===== src/rtl/jy_irq_pkg.sv =====
// Shared types and constants for the J.Y. Company mapper IRQ timer.
package jy_irq_pkg;

  // Timer life cycle: idle, counting, counting with IRQ raised
  typedef enum logic [1:0] {
    JY_IRQ_OFF  = 2'd0,
    JY_IRQ_RUN  = 2'd1,
    JY_IRQ_PEND = 2'd2
  } jy_irq_state_e;

  // Register offsets inside the $C000-$C007 window
  localparam logic [2:0] REG_ENABLE_CTL = 3'd0;
  localparam logic [2:0] REG_MODE       = 3'd1;
  localparam logic [2:0] REG_DISABLE    = 3'd2;
  localparam logic [2:0] REG_ENABLE     = 3'd3;
  localparam logic [2:0] REG_PRESC      = 3'd4;
  localparam logic [2:0] REG_COUNT      = 3'd5;
  localparam logic [2:0] REG_XOR        = 3'd6;

  // Mode register field positions
  localparam int MODE_DIR_HI = 7;
  localparam int MODE_DIR_LO = 6;
  localparam int MODE_PRE3   = 2;
  localparam int MODE_SRC_HI = 1;
  localparam int MODE_SRC_LO = 0;

  // Direction codes (00 and 11 both mean halt)
  localparam logic [1:0] DIR_UP   = 2'b01;
  localparam logic [1:0] DIR_DOWN = 2'b10;

  // Clock source codes
  localparam logic [1:0] SRC_M2    = 2'd0;
  localparam logic [1:0] SRC_A12   = 2'd1;
  localparam logic [1:0] SRC_PPURD = 2'd2;
  localparam logic [1:0] SRC_CPUWR = 2'd3;

  // Result of one prescaler step: new value plus carry/borrow into the counter
  typedef struct packed {
    logic [7:0] value;
    logic       carry;
  } jy_step_t;

  // One prescaler step; in 3-bit mode the carry comes from the low three bits
  // but all eight bits still move.
  function automatic jy_step_t presc_step(input logic [7:0] v, input logic up,
                                          input logic pre3);
    jy_step_t r;
    if (up) begin
      r.value = v + 8'd1;
      r.carry = pre3 ? (v[2:0] == 3'd7) : (v == 8'hFF);
    end else begin
      r.value = v - 8'd1;
      r.carry = pre3 ? (v[2:0] == 3'd0) : (v == 8'h00);
    end
    return r;
  endfunction

endpackage


===== src/rtl/jy_irq_source.sv =====
// Clock-source selection for the IRQ timer: A12 rise detector with an optional
// low-time filter, and the four-way mux producing a single-cycle tick.
module jy_irq_source
  import jy_irq_pkg::*;
#(
  parameter int A12_FILTER = 0
) (
  input  logic       clk,
  input  logic       reset,
  input  logic       ce_i,
  input  logic       ppu_ce_i,
  input  logic       prg_write_i,
  input  logic       chr_read_i,
  input  logic       chr_a12_i,
  input  logic [1:0] src_i,
  output logic       tick_o
);

  logic hist_q;
  logic hist_d;
  logic filt_ok_s;
  logic a12_rise_s;

  // A12 history follows the pin on every PPU cycle
  always_comb begin
    hist_d = hist_q;
    if (ppu_ce_i) begin
      hist_d = chr_a12_i;
    end else begin
      hist_d = hist_q;
    end
  end

  // A12 history register
  always_ff @(posedge clk or posedge reset) begin
    if (reset) begin
      hist_q <= 1'b0;
    end else begin
      hist_q <= hist_d;
    end
  end

  generate
    if (A12_FILTER == 0) begin : g_nofilt
      assign filt_ok_s = 1'b1;
    end else begin : g_filt
      localparam int LW = $clog2(A12_FILTER + 1);
      localparam logic [LW-1:0] FILT = LW'(A12_FILTER);
      logic [LW-1:0] low_q;
      logic [LW-1:0] low_d;

      // Count PPU cycles A12 has been low, saturating at the filter length
      always_comb begin
        low_d = low_q;
        if (!ppu_ce_i) begin
          low_d = low_q;
        end else if (chr_a12_i) begin
          low_d = '0;
        end else if (low_q != FILT) begin
          low_d = low_q + 1'b1;
        end else begin
          low_d = low_q;
        end
      end

      // Low-run counter register
      always_ff @(posedge clk or posedge reset) begin
        if (reset) begin
          low_q <= '0;
        end else begin
          low_q <= low_d;
        end
      end

      assign filt_ok_s = (low_q == FILT);
    end
  endgenerate

  assign a12_rise_s = ppu_ce_i && chr_a12_i && !hist_q && filt_ok_s;

  // Select the active clock source
  always_comb begin
    tick_o = 1'b0;
    case (src_i)
      SRC_M2:    tick_o = ce_i;
      SRC_A12:   tick_o = a12_rise_s;
      SRC_PPURD: tick_o = ppu_ce_i && chr_read_i;
      SRC_CPUWR: tick_o = ce_i && prg_write_i;
      default:   tick_o = 1'b0;
    endcase
  end

endmodule


===== src/rtl/jy_irq_timer.sv =====
// J.Y. Company mapper IRQ timer: register window, enable FSM and the
// prescaler/counter pair that raises a sticky IRQ on counter wrap.
module jy_irq_timer
  import jy_irq_pkg::*;
#(
  parameter int A12_FILTER = 0
) (
  input  logic       clk,
  input  logic       reset,
  input  logic       ce,
  input  logic       ppu_ce,
  input  logic       reg_wr,
  input  logic [2:0] reg_addr,
  input  logic [7:0] reg_din,
  input  logic       prg_write,
  input  logic       chr_read,
  input  logic       chr_a12,
  output logic       irq,
  output logic [7:0] mode_o,
  output logic [7:0] count_o,
  output logic [7:0] presc_o
);

  jy_irq_state_e state_q, state_d;
  logic [7:0] mode_q, mode_d;
  logic [7:0] presc_q, presc_d;
  logic [7:0] count_q, count_d;
  logic [7:0] xor_q, xor_d;

  logic       tick_s;
  logic       wr_s;
  logic       dis_s;
  logic       ena_s;
  logic       ld_presc_s;
  logic       ld_count_s;
  logic [1:0] dir_s;
  logic       up_s;
  logic       step_en_s;
  jy_step_t   pstep_s;
  logic       wrap_s;

  jy_irq_source #(
    .A12_FILTER (A12_FILTER)
  ) u_source (
    .clk         (clk),
    .reset       (reset),
    .ce_i        (ce),
    .ppu_ce_i    (ppu_ce),
    .prg_write_i (prg_write),
    .chr_read_i  (chr_read),
    .chr_a12_i   (chr_a12),
    .src_i       (mode_q[MODE_SRC_HI:MODE_SRC_LO]),
    .tick_o      (tick_s)
  );

  assign wr_s       = ce && reg_wr;
  assign dis_s      = wr_s && (((reg_addr == REG_ENABLE_CTL) && !reg_din[0]) ||
                               (reg_addr == REG_DISABLE));
  assign ena_s      = wr_s && (((reg_addr == REG_ENABLE_CTL) && reg_din[0]) ||
                               (reg_addr == REG_ENABLE));
  assign ld_presc_s = wr_s && (reg_addr == REG_PRESC);
  assign ld_count_s = wr_s && (reg_addr == REG_COUNT);

  assign dir_s     = mode_q[MODE_DIR_HI:MODE_DIR_LO];
  assign up_s      = (dir_s == DIR_UP);
  assign step_en_s = tick_s && (state_q != JY_IRQ_OFF) &&
                     ((dir_s == DIR_UP) || (dir_s == DIR_DOWN));
  assign pstep_s   = presc_step(presc_q, up_s, mode_q[MODE_PRE3]);
  assign wrap_s    = pstep_s.carry && (up_s ? (count_q == 8'hFF) : (count_q == 8'h00));

  // Next-state: disable beats loads, loads swallow the tick, enable is last
  always_comb begin
    state_d = state_q;
    mode_d  = mode_q;
    presc_d = presc_q;
    count_d = count_q;
    xor_d   = xor_q;

    if (wr_s && (reg_addr == REG_MODE)) begin
      mode_d = reg_din;
    end else begin
      mode_d = mode_q;
    end

    if (wr_s && (reg_addr == REG_XOR)) begin
      xor_d = reg_din;
    end else begin
      xor_d = xor_q;
    end

    if (dis_s) begin
      state_d = JY_IRQ_OFF;
      presc_d = 8'h00;
    end else if (ld_presc_s) begin
      presc_d = reg_din ^ xor_q;
    end else if (ld_count_s) begin
      count_d = reg_din ^ xor_q;
    end else if (step_en_s) begin
      presc_d = pstep_s.value;
      if (pstep_s.carry) begin
        count_d = up_s ? (count_q + 8'd1) : (count_q - 8'd1);
      end else begin
        count_d = count_q;
      end
      if (wrap_s) begin
        state_d = JY_IRQ_PEND;
      end else begin
        state_d = state_q;
      end
    end else begin
      state_d = state_q;
    end

    if (!dis_s && ena_s && (state_q == JY_IRQ_OFF)) begin
      state_d = JY_IRQ_RUN;
    end else begin
      state_d = state_d;
    end
  end

  // Timer state and register file
  always_ff @(posedge clk or posedge reset) begin
    if (reset) begin
      state_q <= JY_IRQ_OFF;
      mode_q  <= 8'h00;
      presc_q <= 8'h00;
      count_q <= 8'h00;
      xor_q   <= 8'h00;
    end else begin
      state_q <= state_d;
      mode_q  <= mode_d;
      presc_q <= presc_d;
      count_q <= count_d;
      xor_q   <= xor_d;
    end
  end

  assign irq     = (state_q == JY_IRQ_PEND);
  assign mode_o  = mode_q;
  assign count_o = count_q;
  assign presc_o = presc_q;

endmodule


===== config.mk =====
export PLATFORM = sky130hd
export DESIGN_NAME = jy_irq_timer
export DESIGN_NICKNAME = d
export VERILOG_FILES = /design/src/rtl/jy_irq_pkg.sv /design/src/rtl/jy_irq_source.sv /design/src/rtl/jy_irq_timer.sv
export SDC_FILE = /design/constraint.sdc
export NUM_CORES = 1
export LEC_CHECK = 0
export CORE_ASPECT_RATIO = 1.2
export CORE_MARGIN = 2
export CORE_UTILIZATION = 40
export CTS_CLUSTER_DIAMETER = 50
export CTS_CLUSTER_SIZE = 30
export DETAILED_ROUTE_END_ITERATION = 12
export PLACE_DENSITY_LB_ADDON = 0.25
export SETUP_SLACK_MARGIN = 0.15
export SYNTH_ARGS = -nofsm -noshare
export SYNTH_HDL_FRONTEND = slang
export SYNTH_SLANG_ARGS = --single-unit

===== constraint.sdc =====
create_clock -name clk -period 2.3 [get_ports clk]
set_input_delay 0.345 -clock clk [delete_from_list [all_inputs] [get_ports clk]]
set_output_delay 0.345 -clock clk [all_outputs]
set_load 0.03 [all_outputs]

## After elaboration in Yosys (flattened, before gate mapping)

Cells that the tools add are included.

- Output and inout bits: 25
- Flip-flop bits (word level): 35
- Bits of input ports: 19
- Word-level logic and storage cells: 89

- Equality and inequality tests: 18
- Reductions and logical operators: 39
- Muxes and demuxes: 19
- Add/sub/neg operators: 4
- Bitwise operators: 3

Operator list:

| cell | count |
|---|---|
| $mux W8 | 8 |
| $logic_and A1 B1 Y1 | 18 |
| $add A8 B1 Y8 const B | 2 |
| $eq A8 B8 Y1 const B | 2 |
| $logic_not A8 Y1 | 2 |
| $sub A8 B1 Y8 const B | 2 |
| $eq A3 B3 Y1 const B | 4 |
| $mux W2 | 6 |
| $mux W9 | 1 |
| $reduce_bool A3 Y1 | 3 |
| $eq A2 B2 Y1 const B | 4 |
| $reduce_and A4 Y1 | 2 |
| $xor A8 B8 Y8 | 1 |
| $eq A3 B2 Y1 const B | 2 |
| $logic_not A3 Y1 | 2 |
| $ne A3 B2 Y1 const B | 2 |
| $reduce_bool A2 Y1 | 3 |
| $eq A2 B1 Y1 const B | 2 |
| $logic_not A2 Y1 | 2 |
| $pmux W1 S4 | 1 |
| $eq A3 B1 Y1 const B | 1 |
| $logic_not A1 Y1 | 3 |
| $logic_or A1 B1 Y1 | 3 |
| $mux W1 | 3 |
| other kinds (3) | 4 |

## Depth between registers and ports, before layout

Gate-level depths: netlist of the first run.

- Word-level depth: 10
- Mapped depth: 10
- Depth with buffers taken out: 10

## Cells and area by module

A second synthesis of the first run with hierarchy kept.

- Cell total of the unflattened synthesis: 248
- Area total of the unflattened synthesis: 2417.3 um^2

By module, submodules not included:

| module | cells an instance | times used | area each (um^2) | sequential area each (um^2) |
|---|---|---|---|---|
| jy_irq_timer | 239 | 1 | 2339.7 | 850.8 |
| jy_irq_source | 9 | 1 | 77.6 | 25.0 |

## Worst setup path before layout of the first run

OpenSTA, ideal clock, no wires.

- Kind: register -> register
- Start: reg mode_q[7], in the netlist mode_o[7]
- End: reg presc_q[7], in the netlist presc_o[7]
- Clock period less this slack: 2.773 ns
- Arrival: 2.691 ns
- Cell stages (with the launch flop): 11
- Buffers on the path: 0
- Data required time: 2.218 ns
- Library setup time: 0.082 ns
- Slack: -0.473 ns
- Cell sequence: dfrtp_1 inv_1 ha_1 inv_1 ha_1 a211oi_1 o21bai_1 a2111oi_0 o21ai_0 a31o_2 o22ai_1

- Word-level cells in the longest chain between the ends: 6
- Elaborated cells between the ends (all ways): 11
- Those cells by class: eq/ne (2); mux (5); reduce/logical (4)

Ends and longest elaborated chain:

| what | line | RTL |
|---|---|---|
| from (decl) | jy_irq_timer.sv:25 | `logic [7:0] mode_q, mode_d;` |
| from (signal assigned) | jy_irq_timer.sv:131 | `mode_q <= mode_d;` |
| $eq A2 B1 Y1 | jy_irq_timer.sv:65, jy_irq_timer.sv:67 |  |
| $mux W9 | jy_irq_pkg.sv:48 | `if (up) begin` |
| $mux W8 | jy_irq_timer.sv:98 | `end else if (step_en_s) begin` |
| $mux W8 | jy_irq_timer.sv:96 | `end else if (ld_count_s) begin` |
| $mux W8 | jy_irq_timer.sv:94 | `end else if (ld_presc_s) begin` |
| $mux W8 | jy_irq_timer.sv:91 | `if (dis_s) begin` |
| to (signal assigned) | jy_irq_timer.sv:132 | `presc_q <= presc_d;` |
| to (decl) | jy_irq_timer.sv:26 | `logic [7:0] presc_q, presc_d;` |

Parallel ways exist; a longest one is shown, timed or not. The select of a mux whose other input is x is not followed.
A chain may end at the register's enable or synchronous reset.

## Final worst setup path of the first run

Ends and elaborated chain as after synthesis.

==> out/qor.log, run 1 <==
INFO  synth          synth_fp_nets=279
INFO  drt            postRouteWirelength=6.57mm
INFO  timing         grt_setup_unrepaired=true
INFO  floorplanning  initial_core_util=42.0%
INFO  synth          synth_simple_gate_area_share=18.4%
INFO  grt            groute.usage.overall=20.6%
INFO  worst_setup_path critPathKind=reg2reg
INFO  clock_network  clk_root_buffer_cell=sky130_fd_sc_hd__clkbuf_8
INFO  drt            detail_route.drc_violations=0
INFO  synth          synthMostInstantiatedCell=sky130_fd_sc_hd__dfrtp_1
INFO  synth          multiplexer_share_of_the_synthesized_area=11.5%
INFO  drt            drt_first_pass_iters=4
INFO  clock_network  clkTransAtPathRegs=0.07ns
INFO  timing         clock_skew=0.00460ns
INFO  floorplanning  chipHeight=88.8µm
INFO  timing         slew-limit-headroom=72.8%
INFO  synth          synth_top_family_by_area=simple AND/OR/NAND/NOR gates
INFO  timing         post-route-worst-setup-slack=0.000818ns
INFO  timing         fin_hold_ws=0.322ns
INFO  final_layout   layout_cell_share_with_drive_strength_beyond_1=37.3%
INFO  grt            globalRoute.busiestLayer=met2
INFO  drt            wl_per_cell=16.0µm
INFO  worst_setup_path cp-endpoint=presc_o[7]$_DFFE_PP0P_
INFO  clock_network  clock_latency=0.29ns
INFO  final_layout   nets=363
INFO  grt            grt_util_met2=36.0%
INFO  drt            detailroute.via_count=2248
INFO  worst_setup_path slack_of_the_worst_reg_to_reg_path=0.0008ns
INFO  grt            grt.overflow.total=0
INFO  pwr            cellInternalPower=0.00281W
INFO  place          dpl_ws=-0.398ns
INFO  grt            grt_use_met1=26.3%
INFO  pwr            worst_ir_drop_vdd=0.656mV
INFO  final_layout   fill_cells=497
INFO  grt            grt_use_met3=3.08%
INFO  timing         worst_pin_slew=0.403ns
INFO  timing         finalCriticalPeriod=2.30ns
INFO  timing         final_hold_viol_count=0
INFO  pwr            seqPwrFrac=22.3%
INFO  synth          synthesized_area_fraction_occupied_by_ao_oa_aoi_and_oai_cells=16.7%
INFO  run_status     run_status=finished clean
INFO  final_layout   multi_input_area=1770µm²
INFO  final_layout   post-route-cell-area=3660µm²
INFO  worst_setup_path worst_endpoint_data_arrival_time=2.47ns
INFO  clock_network  clockBufferDepth=2
INFO  clock_network  cts_tree=done
INFO  synth          mappedNetlistArea=2400µm²
INFO  timing         setup_viol_count_final=0
INFO  pwr            power.net_switching=0.00207W
INFO  synth          post_synth_xor_area_fraction=5.48%
INFO  place          gpl.final_weighted_congestion=0.890
INFO  job            drv.max_cap_violation_count=0
INFO  timing         fmaxAchievable=0.435GHz
INFO  floorplanning  core-area=5710µm²
INFO  floorplanning  std_cell_rows=30
INFO  drt            detailedRoute.firstIterationViolations=109
INFO  synth          synthAdderAreaFrac=8.46%
INFO  pwr            total_leakage_power=1.52nW
INFO  synth          synthDominantAreaCellType=sky130_fd_sc_hd__dfrtp_1
INFO  drt            route.antenna.remaining_nets=0
INFO  synth          synth_area_per_cell=9.78µm²
INFO  clock_network  number_of_clock_buffers_inserted_by_tritoncts=5
INFO  grt            grt_pass1_vias=2177
INFO  worst_setup_path crit_start=mode_o[7]$_DFFE_PP0P_
INFO  synth          synth_edf_count=0
INFO  floorplanning  die_w=74.7µm
INFO  synth          ys_dominant_reg_cell=sky130_fd_sc_hd__dfrtp_1
INFO  worst_setup_path worst_r2r_endpoint=presc_o[7]$_DFFE_PP0P_
INFO  final_layout   layout.area.seq=883µm²
INFO  synth          share_of_the_synthesized_area_in_the_top_cell_type=36.6%
INFO  worst_setup_path timing.critical_path.to_type=flip-flop
INFO  worst_hold_path worst_hold_path_type=in2async
INFO  grt            antenna_found_initial=0
INFO  final_layout   insertedDiodeCount=0
INFO  worst_setup_path r2r.worst_path.cells=10
INFO  grt            pin_count_of_the_biggest_net_entering_global_routing=16
INFO  worst_setup_path critPathRequiredTime=2.47ns
INFO  synth          largest_cells_by_area_after_synthesis=sky130_fd_sc_hd__dfrtp_1 (37%), sky130_fd_sc_hd__mux2_2 (9.9%), sky130_fd_sc_hd__ha_1 (6.8%), sky130_fd_sc_hd__nand2_1 (3.4%), sky130_fd_sc_hd__o21ai_0 (2.9%)
INFO  final_layout   synthToLayoutAreaGrowth=52.9%
INFO  place          place_area=3330µm²
INFO  worst_setup_path worst_r2r_startpoint=mode_o[7]$_DFFE_PP0P_
INFO  timing         count_of_pins_over_their_slew_limit=0
INFO  synth          synth_seq_cells=35
INFO  place          port_buffers=43
INFO  floorplanning  die_outline_area=6630µm²
INFO  synth          seq_area_frac_synth=36.6%
INFO  pwr            share_comb_of_total_power=65.8%
INFO  floorplanning  boundaryPins=44
INFO  synth          post_synth_inst_count=245
INFO  grt            global_route_wire_length_before_repair=10.4mm
INFO  pwr            power.density_cell_area=1330nW/µm²
INFO  worst_setup_path worst_setup_path_start_kind=flip-flop
INFO  clock_network  htree_levels=2
INFO  place          half_perimeter_wire_length_after_placement=4.83mm
INFO  synth          postSynth.asyncResetShare=100%
INFO  synth          synth-warning-count=0
INFO  clock_network  cts.hold.buffers_added=0
INFO  drt            via_per_inst=5.48
INFO  worst_setup_path cp_max_fo=8
INFO  pwr            switching_share=42.4%
INFO  synth          yosysUniqueCellTypes=56
INFO  clock_network  cts.sink_count=35
INFO  pwr            power_frac_clock=11.9%
INFO  timing         min_period_over_period=100%
INFO  synth          synth_commonest_cells=sky130_fd_sc_hd__dfrtp_1 (35), sky130_fd_sc_hd__nand2_1 (22), sky130_fd_sc_hd__mux2_2 (21)
flip-flops by register name, summed over array words and instances (netlist names):
signal and flops:
xor_q 8, count_o 8, state_q 2, mode_o 8, u_source.hist_q 1, presc_o 8
power groups by stage:
stage	combinational, W	clock [W]	sequential (W)
2_1_floorplan	0.00159	0	0.00140
3_3_place_gp	0.00271	0	0.00109
3_5_place_dp	0.00276	0	0.00110
4_1_cts	0.00290	0.000586	0.00109
5_1_grt	0.00348	0.000610	0.00112
6_report	0.00321	0.000581	0.00109
worst max-delay path, stage by stage, from the launching register on:
cell                        delay (ns)
sky130_fd_sc_hd__dfrtp_2          0.41
sky130_fd_sc_hd__inv_2            0.08
sky130_fd_sc_hd__ha_4             0.22
sky130_fd_sc_hd__inv_12           0.07
sky130_fd_sc_hd__ha_4             0.28
sky130_fd_sc_hd__o21ai_2          0.06
sky130_fd_sc_hd__o21bai_2         0.23
sky130_fd_sc_hd__a2111oi_4        0.11
sky130_fd_sc_hd__or3_4            0.42
sky130_fd_sc_hd__a41oi_2          0.22
sky130_fd_sc_hd__o22ai_2          0.10
cells by family after synthesis:
| family | count (synthesis) |
|---|---|
| xor+xnor | 15 |
| compound gates | 58 |
| flops | 35 |
| buf+inv | 16 |
| simple gates | 81 |
| fa+ha+maj | 15 |
| mux | 25 |
layout by cell type (no fill, tap or decap), types with 3 or more instances in the layout:
master	instances
sky130_fd_sc_hd__clkdlybuf4s50_1	40
sky130_fd_sc_hd__buf_4	35
sky130_fd_sc_hd__dfrtp_1	29
sky130_fd_sc_hd__nand2_1	21
sky130_fd_sc_hd__mux2_2	15
sky130_fd_sc_hd__nor2_1	14
sky130_fd_sc_hd__inv_1	9
sky130_fd_sc_hd__ha_4	9
sky130_fd_sc_hd__xor2_1	8
sky130_fd_sc_hd__xnor2_1	7
sky130_fd_sc_hd__a21oi_1	6
sky130_fd_sc_hd__o21ai_1	6
sky130_fd_sc_hd__o21ai_0	6
sky130_fd_sc_hd__mux2_4	6
sky130_fd_sc_hd__clkbuf_8	6
sky130_fd_sc_hd__dfrtp_2	6
sky130_fd_sc_hd__nand3_1	5
sky130_fd_sc_hd__nor2b_1	4
sky130_fd_sc_hd__mux2i_1	4
sky130_fd_sc_hd__a21oi_2	4
sky130_fd_sc_hd__ha_1	4
sky130_fd_sc_hd__nand3b_1	3
sky130_fd_sc_hd__nor3_1	3
sky130_fd_sc_hd__a21o_1	3
sky130_fd_sc_hd__o211ai_1	3
sky130_fd_sc_hd__nor4_1	3
sky130_fd_sc_hd__dlygate4sd2_1	3
what timing repair did:
item / 4_1_cts / 5_1_grt
setup endpoints to repair: 18 / 17
pin swaps: 16 / 11
cloned: 1 / 0
gates resized for setup: 10 / 29
setup buffers: 4 / 5
hold endpoints to repair: 0 / 0
cell type report:
class / count / area share, %
clock buffers: 6 / 2.25
multi-input cells: 194 / 48.3
flip-flops and latches: 35 / 24.1
clock inverters: 2 / 0.956
repair inverters: 1 / 0.239
repair buffers: 81 / 20.0
well taps: 80 / 2.73
inverters: 11 / 1.47
through the flow:
stage | utilization (%) | total power, W | instances | TNS (ns)
2_1_floorplan | - | 0.00299 | 245 | 0
3_3_place_gp | 58.3 | 0.00380 | 392 | -5.08
3_5_place_dp | 58.3 | 0.00386 | 392 | -5.48
4_1_cts | 61.5 | 0.00458 | 405 | 0
5_1_grt | 64.2 | 0.00521 | 410 | -0.249
6_report | 64.2 | 0.00488 | 410 | 0
worst min-delay path by stage:
stage / startpoint / end / slack, ns / cells after the start
after global placement: mode_o[3]$_DFFE_PP0P_ / mode_o[3]$_DFFE_PP0P_ / 0.49 / 1
after floorplan: ppu_ce / u_source.hist_q$_DFFE_PP0P_ / 0.45 / 1
final: reset / presc_o[6]$_DFFE_PP0P_ / 0.32 / 2
after global routing: reset / xor_q[4]$_DFFE_PP0P_ / 0.38 / 2
after detailed placement: mode_o[3]$_DFFE_PP0P_ / mode_o[3]$_DFFE_PP0P_ / 0.49 / 1
after CTS: reset / presc_o[6]$_DFFE_PP0P_ / 0.34 / 2
metal layers:
layer	up-vias	part of all wire (%)
met4	0	1.3
met3	7	4.4
met2	63	52
li1	1075	-
met5	-	0
met1	1103	42
No activity file was read; power rests on OpenSTA's default activity.
==> run 2: changes to the inputs <==
- CORE_MARGIN: 2 -> 3
==> run 2 against run 1 <==
Against the previous run: the run now ends with negative setup slack left; worst setup slack lost 0.00089 ns; highest routed layer unchanged; critical path depth shrank 1; clock power decreased by 3%; flip-flop and latch count stayed put; first-iteration DRC count shrank 23%; count of clock-buffer cells in the layout unchanged; largest cell class unchanged.
==> out/qor.log, run 2 (synthesized netlist as in run 1, its figures left out) <==
INFO  worst_setup_path worst_setup_path_start_kind=flip-flop
INFO  timing         fin_hold_ws=0.423ns [+0.100 ns]
INFO  grt            pin_count_of_the_biggest_net_entering_global_routing=36 [+20]
INFO  worst_hold_path worst_hold_path_type=in2reg
INFO  drt            drt_first_pass_iters=4 [unchanged]
INFO  run_status     run_status=finished with violations
INFO  clock_network  clockBufferDepth=2 [unchanged]
INFO  floorplanning  initial_core_util=41.7% [-0.27 points]
INFO  drt            detail_route.drc_violations=0 [unchanged]
INFO  worst_setup_path cp_max_fo=7 [-1]
INFO  pwr            worst_ir_drop_vdd=0.710mV [+8.3%]
INFO  clock_network  cts_tree=done
INFO  final_layout   synthToLayoutAreaGrowth=51.5%
INFO  pwr            switching_share=42.4% [about the same]
INFO  grt            antenna_found_initial=0 [unchanged]
INFO  timing         setup_viol_count_final=1 [+1]
INFO  pwr            share_comb_of_total_power=65.2% [-0.6 points]
INFO  floorplanning  core-area=5740µm² [+0.66%]
INFO  final_layout   post-route-util=63.2% [-1.0 points]
INFO  worst_setup_path worst_endpoint_data_arrival_time=2.47ns [about the same]
INFO  final_layout   insertedDiodeCount=0 [unchanged]
INFO  worst_setup_path slack_of_the_worst_reg_to_reg_path=-0.00007ns [about the same]
INFO  clock_network  clock_latency=0.28ns [about the same]
INFO  final_layout   nets=358 [-1.4%]
INFO  run_status     failing_checks=negative setup slack
INFO  timing         post-route-worst-setup-slack=-0.0000702ns [-0.000888 ns]
INFO  worst_setup_path worst_r2r_startpoint=mode_o[7]$_DFFE_PP0P_
INFO  final_layout   layout_cell_share_with_drive_strength_beyond_1=36.0% [-1.3 points]
INFO  pwr            power.net_switching=0.00203W [-1.9%]
INFO  worst_setup_path cp_slowest_cell=sky130_fd_sc_hd__or4_4
INFO  timing         slew-limit-headroom=68.4% [-4.3 points]
INFO  clock_network  cts.sink_count=35 [unchanged]
INFO  drt            wl_per_cell=15.5µm [-3.0%]
INFO  pwr            power_frac_clock=11.8% [about the same]
INFO  floorplanning  die_w=76.7µm [+2.7%]
INFO  pwr            power.density_cell_area=1320nW/µm² [-1.1%]
INFO  timing         clock_skew=0.00664ns [+0.00204 ns]
INFO  worst_setup_path r2r.worst_path.cells=9 [-1]
INFO  grt            global_route_wire_length_before_repair=10.6mm [+1.6%]
INFO  place          numPlacedInstances=389 [-0.77%]
INFO  worst_setup_path timing.critical_path.cells=inv_2 -> ha_4 -> inv_12 -> buf_6 -> or4_4 -> a21o_4 -> a21oi_4 -> buf_12 -> mux2_4
INFO  floorplanning  chipHeight=90.8µm [+2.3%]
INFO  clock_network  htree_levels=2 [unchanged]
INFO  final_layout   layout_common_cells=sky130_fd_sc_hd__clkdlybuf4s50_1 (41), sky130_fd_sc_hd__buf_4 (30), sky130_fd_sc_hd__dfrtp_1 (29)
INFO  timing         min_period_over_period=100% [about the same]
INFO  final_layout   post-route-cell-area=3630µm² [-0.92%]
INFO  clock_network  number_of_clock_buffers_inserted_by_tritoncts=5 [unchanged]
INFO  floorplanning  die_outline_area=6960µm² [+5.0%]
INFO  worst_setup_path worst_r2r_endpoint=count_o[6]$_DFFE_PP0P_
INFO  grt            grt.overflow.total=0 [unchanged]
INFO  grt            grt_pass1_vias=2188 [+0.51%]
INFO  pwr            total_leakage_power=1.49nW [-1.7%]
INFO  timing         finalCriticalPeriod=2.30ns [+0.000888 ns]
INFO  place          gpl.final_weighted_congestion=0.796 [-11%]
INFO  timing         grt_setup_unrepaired=true
INFO  floorplanning  std_cell_rows=30 [unchanged]
INFO  timing         final_hold_viol_count=0 [unchanged]
INFO  job            drv.max_cap_violation_count=0 [unchanged]
INFO  clock_network  clk_root_buffer_cell=sky130_fd_sc_hd__clkbuf_8
INFO  worst_setup_path critPathKind=reg2reg
INFO  worst_setup_path timing.critical_path.to_type=flip-flop
INFO  pwr            cellInternalPower=0.00275W [-2.0%]
INFO  worst_setup_path worst_path_largest_cell_delay=0.46ns [+0.04 ns]
INFO  place          port_buffers=43 [unchanged]
INFO  worst_hold_path min_delay_worst_endpoint=u_source.hist_q$_DFFE_PP0P_
INFO  place          place_area=3300µm² [-0.68%]
INFO  timing         count_of_pins_over_their_slew_limit=0 [unchanged]
INFO  timing         worst_pin_slew=0.467ns [+0.0643 ns]
INFO  worst_setup_path critPathRequiredTime=2.47ns [about the same]
INFO  floorplanning  boundaryPins=44 [unchanged]
INFO  place          dpl_ws=-0.402ns [-0.00325 ns]
INFO  worst_hold_path worst_hold_startpoint=ppu_ce
INFO  timing         fmaxAchievable=0.435GHz [about the same]
INFO  drt            detailroute.via_count=2175 [-3.2%]
INFO  final_layout   final_cell_count_no_fill=405 [-1.2%]
INFO  clock_network  cts.hold.buffers_added=0 [unchanged]
INFO  pwr            seqPwrFrac=23.1% [+0.8 points]
INFO  drt            route.antenna.remaining_nets=0 [unchanged]
INFO  drt            postRouteWirelength=6.29mm [-4.2%]
INFO  final_layout   layout.cells.most_common=sky130_fd_sc_hd__clkdlybuf4s50_1
INFO  drt            detailedRoute.firstIterationViolations=84 [-23%]
INFO  clock_network  clkTransAtPathRegs=0.07ns [about the same]
INFO  drt            via_per_inst=5.37 [-2.1%]
INFO  grt            groute.usage.overall=18.7% [-1.9 points]
INFO  worst_hold_path min_path_cells=2
INFO  place          half_perimeter_wire_length_after_placement=4.90mm [+1.6%]
==> run 2: power by group through the flow <==
| stage | Clock (W) | Combinational, W | Sequential, W |
|---|---|---|---|
| floorplan | 0 | 0.00159 | 0.00140 |
| global placement | 0 | 0.00270 | 0.00111 |
| detailed placement | 0 | 0.00274 | 0.00111 |
| CTS | 0.000579 | 0.00302 | 0.00110 |
| global route | 0.000601 | 0.00341 | 0.00115 |
| finish | 0.000563 | 0.00312 | 0.00110 |
==> run 2: final cells by class <==
class,instances,area [µm²]
clock inverter,2,35.0
clock buffer,6,82.6
tap,80,100
inverter,11,53.8
sequential,35,883
timing repair inverter,1,8.76
multi-input combinational,194,1760
fill,473,2110
timing repair buffer,76,704
==> run 2: per-layer routing <==
layer / GRT usage [%] / part of all wire [%] / vias up
met5: 0 / 0 / -
li1: - / - / 1070
met2: 33.5 / 52 / 48
met1: 23.7 / 44 / 1051
met3: 2.79 / 2.8 / 6
met4: 3.47 / 0.97 / 0
==> run 2: metrics by stage <==
| stage | power [W] | setup TNS [ns] |
|---|---|---|
| 2_1_floorplan | 0.00299 | 0 |
| 3_3_place_gp | 0.00381 | -5.33 |
| 3_5_place_dp | 0.00386 | -6.06 |
| 4_1_cts | 0.00471 | 0 |
| 5_1_grt | 0.00515 | -0.470 |
| 6_report | 0.00478 | -0.0000702 |
==> run 2: how the worst max path moves through the flow <==
stage                          start  slack, ns                     end  cells past startpoint
6_report       mode_o[7]$_DFFE_PP0P_   -0.00007  count_o[6]$_DFFE_PP0P_                      9
3_3_place_gp                  ppu_ce      -0.37  count_o[1]$_DFFE_PP0P_                      8
3_5_place_dp                  ppu_ce      -0.40  count_o[6]$_DFFE_PP0P_                      8
5_1_grt        mode_o[7]$_DFFE_PP0P_      -0.07  presc_o[7]$_DFFE_PP0P_                     10
2_1_floorplan  mode_o[1]$_DFFE_PP0P_       0.08  count_o[1]$_DFFE_PP0P_                      5
4_1_cts        mode_o[7]$_DFFE_PP0P_       0.02  count_o[6]$_DFFE_PP0P_                      9
==> run 2: critical path: cells and delay by family (launching register included) <==
kind	cells	cell delay, ns
simple gates	1	0.46
fa+ha+maj	1	0.22
mux	1	0.29
flops	1	0.41
compound gates	2	0.40
buf+inv	4	0.40
==> run 2: timing repair <==
action	CTS	global route
gates resized for setup	18	15
endpoints found under the hold margin	0	0
buffers inserted	6	1
gates cloned	1	0
pin swaps	22	1
setup endpoints to repair	18	17
